File: config.mk
export PLATFORM = sky130hd
export DESIGN_NAME = button_conditioner
export DESIGN_NICKNAME = d
export VERILOG_FILES = /design/src/rtl/button_conditioner_pkg.sv /design/src/rtl/btn_debounce_ch.sv /design/src/rtl/button_conditioner.sv
export SDC_FILE = /design/constraint.sdc
export NUM_CORES = 1
export LEC_CHECK = 0
export CAP_MARGIN = 40
export CORE_MARGIN = 3
export CORE_UTILIZATION = 55
export CTS_CLUSTER_SIZE = 28
export DETAILED_ROUTE_END_ITERATION = 7
export PLACE_DENSITY_LB_ADDON = 0.2
export SLEW_MARGIN = 30
export SYNTH_ARGS = -nofsm -noshare
export SYNTH_HDL_FRONTEND = slang
export SYNTH_SLANG_ARGS = --single-unit
File: constraint.sdc
create_clock -name clk -period 3.11 [get_ports clk]
set_clock_uncertainty 0.2 [all_clocks]
set_input_delay 0.4665 -clock clk [delete_from_list [all_inputs] [get_ports clk]]
set_output_delay 0.4665 -clock clk [all_outputs]
set_load 0.05 [all_outputs]
File: src/rtl/button_conditioner_pkg.sv
// Shared definitions for the push-button conditioner: repeat FSM encoding,
// default timing constants for a 100 MHz clock and elaboration helpers.
package button_conditioner_pkg;

    typedef enum logic [1:0] {
        RPT_IDLE   = 2'd0,
        RPT_HOLD   = 2'd1,
        RPT_REPEAT = 2'd2
    } rpt_state_e;

    localparam int CLK_HZ              = 100_000_000;
    localparam int DEBOUNCE_CYCLES_DEF = CLK_HZ / 100;
    localparam int HOLD_CYCLES_DEF     = CLK_HZ / 2;
    localparam int REPEAT_CYCLES_DEF   = CLK_HZ / 10;

    function automatic int max_int(input int a, input int b);
        return (a > b) ? a : b;
    endfunction

    // Counter width able to hold 0..n-1, never narrower than one bit.
    function automatic int width_of(input int n);
        return (n > 1) ? $clog2(n) : 1;
    endfunction

endpackage

File: src/rtl/btn_debounce_ch.sv
// One button channel: two-flop synchronizer, counter debouncer, press/release
// strobes and an optional hold-to-auto-repeat FSM.
module btn_debounce_ch
    import button_conditioner_pkg::*;
#(
    parameter int ACTIVE_LOW      = 1,
    parameter int DEBOUNCE_CYCLES = DEBOUNCE_CYCLES_DEF,
    parameter int REPEAT_EN       = 1,
    parameter int HOLD_CYCLES     = HOLD_CYCLES_DEF,
    parameter int REPEAT_CYCLES   = REPEAT_CYCLES_DEF
) (
    input  logic clk,
    input  logic rst,
    input  logic btn_raw,
    output logic btn_level,
    output logic btn_press,
    output logic btn_release,
    output logic btn_repeat
);

    localparam int               CNT_W    = width_of(DEBOUNCE_CYCLES);
    localparam logic [CNT_W-1:0] CNT_LAST = CNT_W'(DEBOUNCE_CYCLES - 1);

    if (DEBOUNCE_CYCLES < 2) begin : g_bad_debounce
        $error("btn_debounce_ch: DEBOUNCE_CYCLES must be >= 2");
    end
    if ((REPEAT_EN != 0) && ((HOLD_CYCLES < 1) || (REPEAT_CYCLES < 1))) begin : g_bad_repeat
        $error("btn_debounce_ch: HOLD_CYCLES and REPEAT_CYCLES must be >= 1");
    end

    logic             pin_pressed_s;
    logic             sync0_r;
    logic             sync1_r;
    logic             level_r;
    logic             press_r;
    logic             release_r;
    logic [CNT_W-1:0] cnt_r;
    logic             accept_s;
    logic             level_nxt_s;

    assign pin_pressed_s = (ACTIVE_LOW != 0) ? ~btn_raw : btn_raw;

    // Decide whether the synchronized input has been stable long enough to accept.
    always_comb begin
        accept_s    = 1'b0;
        level_nxt_s = level_r;
        if ((sync1_r != level_r) && (cnt_r == CNT_LAST)) begin
            accept_s    = 1'b1;
            level_nxt_s = ~level_r;
        end else begin
            accept_s    = 1'b0;
            level_nxt_s = level_r;
        end
    end

    // Synchronizer, debounce counter, debounced level and edge strobes.
    always_ff @(posedge clk) begin
        if (rst) begin
            sync0_r   <= 1'b0;
            sync1_r   <= 1'b0;
            level_r   <= 1'b0;
            press_r   <= 1'b0;
            release_r <= 1'b0;
            cnt_r     <= '0;
        end else begin
            sync0_r   <= pin_pressed_s;
            sync1_r   <= sync0_r;
            level_r   <= level_nxt_s;
            press_r   <= accept_s & ~level_r;
            release_r <= accept_s & level_r;
            if ((sync1_r == level_r) || accept_s) begin
                cnt_r <= '0;
            end else begin
                cnt_r <= cnt_r + CNT_W'(1);
            end
        end
    end

    assign btn_level   = level_r;
    assign btn_press   = press_r;
    assign btn_release = release_r;

    if (REPEAT_EN != 0) begin : g_repeat
        localparam int               TMR_W       = width_of(max_int(HOLD_CYCLES, REPEAT_CYCLES));
        localparam logic [TMR_W-1:0] HOLD_LAST   = TMR_W'(HOLD_CYCLES - 1);
        localparam logic [TMR_W-1:0] REPEAT_LAST = TMR_W'(REPEAT_CYCLES - 1);

        rpt_state_e       state_r;
        logic [TMR_W-1:0] tmr_r;
        logic             repeat_r;

        // Repeat FSM; it follows the next-cycle level so the release cycle never repeats.
        always_ff @(posedge clk) begin
            if (rst) begin
                state_r  <= RPT_IDLE;
                tmr_r    <= '0;
                repeat_r <= 1'b0;
            end else begin
                repeat_r <= 1'b0;
                case (state_r)
                    RPT_IDLE: begin
                        tmr_r <= '0;
                        if (accept_s && !level_r) begin
                            state_r <= RPT_HOLD;
                        end else begin
                            state_r <= RPT_IDLE;
                        end
                    end
                    RPT_HOLD: begin
                        if (!level_nxt_s) begin
                            state_r <= RPT_IDLE;
                            tmr_r   <= '0;
                        end else if (tmr_r == HOLD_LAST) begin
                            state_r  <= RPT_REPEAT;
                            tmr_r    <= '0;
                            repeat_r <= 1'b1;
                        end else begin
                            tmr_r <= tmr_r + TMR_W'(1);
                        end
                    end
                    RPT_REPEAT: begin
                        if (!level_nxt_s) begin
                            state_r <= RPT_IDLE;
                            tmr_r   <= '0;
                        end else if (tmr_r == REPEAT_LAST) begin
                            tmr_r    <= '0;
                            repeat_r <= 1'b1;
                        end else begin
                            tmr_r <= tmr_r + TMR_W'(1);
                        end
                    end
                    default: begin
                        state_r <= RPT_IDLE;
                        tmr_r   <= '0;
                    end
                endcase
            end
        end

        assign btn_repeat = repeat_r;
    end else begin : g_no_repeat
        assign btn_repeat = 1'b0;
    end

endmodule

File: src/rtl/button_conditioner.sv
// Conditions NUM_BTN raw board buttons into debounced levels and one-cycle
// press/release/auto-repeat strobes; channels are fully independent.
module button_conditioner
    import button_conditioner_pkg::*;
#(
    parameter int NUM_BTN         = 2,
    parameter int ACTIVE_LOW      = 1,
    parameter int DEBOUNCE_CYCLES = DEBOUNCE_CYCLES_DEF,
    parameter int REPEAT_EN       = 1,
    parameter int HOLD_CYCLES     = HOLD_CYCLES_DEF,
    parameter int REPEAT_CYCLES   = REPEAT_CYCLES_DEF
) (
    input  logic               clk,
    input  logic               rst,
    input  logic [NUM_BTN-1:0] btn_raw,
    output logic [NUM_BTN-1:0] btn_level,
    output logic [NUM_BTN-1:0] btn_press,
    output logic [NUM_BTN-1:0] btn_release,
    output logic [NUM_BTN-1:0] btn_repeat
);

    for (genvar i = 0; i < NUM_BTN; i++) begin : g_ch
        btn_debounce_ch #(
            .ACTIVE_LOW     (ACTIVE_LOW),
            .DEBOUNCE_CYCLES(DEBOUNCE_CYCLES),
            .REPEAT_EN      (REPEAT_EN),
            .HOLD_CYCLES    (HOLD_CYCLES),
            .REPEAT_CYCLES  (REPEAT_CYCLES)
        ) u_ch (
            .clk        (clk),
            .rst        (rst),
            .btn_raw    (btn_raw[i]),
            .btn_level  (btn_level[i]),
            .btn_press  (btn_press[i]),
            .btn_release(btn_release[i]),
            .btn_repeat (btn_repeat[i])
        );
    end

endmodule

==> impl_metrics.yaml <==
status:
  status: "finished clean"
placed_design:
  hpwl_um: 6440
  pre_cts_slack_ps: 696
  gp_congestion: 0.834
  io_buffers: 11
die:
  start_util_pct: 57.5
  num_rows: 34
  die-area_mm2: 0.0105
  die_x_um: 102
  ios: 12
  coreArea_mm2: 0.00889
  dieHeight_um: 102
logic_synthesis:
  synth.most_common_cell: "nor2_1"
  syn-cell-area_mm2: 0.00512
  ys_seq_area_share_pct: 42.3
  synth.ff_latch_count: 108
  synth-async-reset-ratio_pct: 0
  synth_area_leader_cell: "dfxtp_1"
  synth_area_leaders: "dfxtp_1, nor2_1, xnor2_1"
  synth_edf_count: 0
  avgSynthCellArea_um2: 8.78
  synthFlopType: "dfxtp_1"
  synth.distinct_cells: 45
  syn-num-nets: 602
  ys.warnings.count: 0
  synth_commonest_cells: "nor2_1, dfxtp_1, xnor2_1, xor2_1"
  synth_top_area_share_pct: 42.3
  postSynthCellCount: 583
global_route:
  grt_usage_pct: 18.3
  overflow: 0
  grt_antenna_before_repair: 0
  grt_max_degree: 21
  grt_pass1_wl_um: 15800
  grt_pass1_vias: 3590
finish:
  diodes: 0
  n_fill_cell: 767
  layout-drive-gt1-share_pct: 4.92
  fin_nets: 605
  area_delta_synth_final_pct: 6.33
pwr:
  peakVddDrop_mv: 0.293
  cellLeakagePower_nw: 1.71
  p_per_area_mw_per_mm2: 411
worst_setup_path:
  arrival_ps: 2450
  startpoint_type: "flip-flop"
  reg2regPathDepth: 5
  crit_fanout: 17
  setup.worst_path.start: "g_ch[1].u_ch.cnt_r[7]$_SDFF_PP0_"
  critPathKind: "reg2reg"
  r2r-start: "g_ch[1].u_ch.cnt_r[7]$_SDFF_PP0_"
  endpoint_kind: "flip-flop"
  worstPathRequired_ps: 3140
sta:
  setup_viol: 0
  timing.slew.headroom_pct: 52.7
  rsz0062_at_grt: "no"
  slew_viol_final: 0
  postLayoutSetupSlackWorst_ps: 690
  worst_pin_slew_ps: 704
  fin_setup_tns_ps: 0
  fin_crit_sh_pct: 77.8
  fmax_mhz: 413
  period_minus_slack_ps: 2420
  hold_viol: 0
clock_network:
  post_cts_buffers: 0
  clockBufferDepth: 2
  tritoncts.num_buffers: 9
  cts_tree: "yes"
  cts_num_sinks: 108
  cts_root_buf: "clkbuf_8"
  cts-htree-levels: 3
  clkLatencyLatePin_ps: 360
  post_cts_resized: 0
  clk_pin_slew_worst_paths_ps: 100
  hold_buffers: 0
detailed_routing:
  routed-via-count: 3805
  drt-initial-drc-count: 116
  drc: 0
  wirelength_um: 9050
  first_pass_iters: 4
  wire_per_inst_um: 13.0
  ant_nets: 0
  avgViaCountPerCell: 5.46
worst_hold_path:
  hold_start: "g_ch[0].u_ch.sync0_r$_SDFF_PP0_"
  holdPathStages: 1
  hold_class: "reg2reg"
job:
  maxCapViolations: 0
==> through the flow <==
| step | cells | power, W | area (µm²) | hold WS [ps] | util [%] |
|---|---|---|---|---|---|
| floorplan | 583 | 0.00143 | 5120 | 214 | - |
| global placement | 683 | 0.00144 | 5250 | 240 | 59.1 |
| detailed placement | 683 | 0.00144 | 5250 | 234 | 59.1 |
| CTS | 697 | 0.00227 | 5440 | 271 | 61.2 |
| global route | 697 | 0.00232 | 5440 | 279 | 61.2 |
| finish | 697 | 0.00224 | 5440 | 265 | 61.2 |
==> worst max-delay path, stage by stage, from the launching register on <==
cell	delay (ps)
dfxtp_1	360
or4_1	520
nor4_1	410
a21oi_1	230
o221ai_4	470
nor2_1	100
==> report_power, final <==
group / internal, W / leakage, nW / switching (W) / total, W
combinational: 0.00000699 / 0.740 / 0.0000104 / 0.0000174
sequential: 0.00138 / 0.870 / 0.00000205 / 0.00139
clock: 0.000386 / 0.0984 / 0.000447 / 0.000833
total: 0.00178 / 1.71 / 0.000459 / 0.00224
==> final timing paths <==
check | to | slack (ps)
hold / removal | g_ch[0].u_ch.sync1_r$_SDFF_PP0_ | 270
hold reg to reg | g_ch[0].u_ch.sync1_r$_SDFF_PP0_ | 270
setup / recovery | g_ch[1].u_ch.g_repeat.tmr_r[14]$_SDFF_PP0_ | 690
setup reg to reg | g_ch[1].u_ch.g_repeat.tmr_r[14]$_SDFF_PP0_ | 690
==> layout by cell type, fill, tap and decap left out, drive strengths merged, types with 3 or more instances in the layout <==
cell,n
or2,3
buf,3
clkbuf,10
o21ai,3
and4,7
mux2i,3
and3,13
dfxtp,108
nor4,20
clkdlybuf4s50,11
nor4b,5
nand2,34
nand4,25
xor2,39
inv,27
a31oi,3
nor2b,10
nor3,22
or4,4
nor2,114
nand4b,4
nand3,34
xnor2,47
ha,15
nor4bb,4
==> flip-flops by register name, summed over array words and instances (netlist names) <==
signal                      count
g_ch.u_ch.btn_level             2
g_ch.u_ch.btn_press             2
g_ch.u_ch.btn_release           2
g_ch.u_ch.btn_repeat            2
g_ch.u_ch.cnt_r                40
g_ch.u_ch.g_repeat.state_r      4
g_ch.u_ch.g_repeat.tmr_r       52
g_ch.u_ch.sync0_r               2
g_ch.u_ch.sync1_r               2
==> cell type report <==
class                           instances  area (µm²)  area share (%)
Multi-Input combinational cell        427        2730            50.1
Sequential cell                       108        2160            39.7
Clock buffer                           10         138            2.53
Clock inverter                          4        48.8           0.897
Timing Repair Buffer                   14         133            2.44
Inverter                               26        97.6            1.79
Tap cell                              108         135            2.48
==> cell families after synthesis <==
kind of cell / Yosys count / synth area share (%)
buf+inv: 48 / 4.45
xor+xnor: 86 / 14.7
fa+ha+maj: 15 / 3.67
simple gates: 306 / 31.0
mux: 3 / 0.587
flops: 108 / 42.3
compound gates: 17 / 3.33
==> metal layers <==
metal  part of all wire [%]  vias up  global-route usage, %
met5                      0        -                      0
met4                    1.4        0                   5.45
met3                    2.7       11                   4.16
met2                     45       51                   29.9
met1                     51     1752                   24.2
li1                       -     1991                      -
No activity file was read; power rests on OpenSTA's default activity.
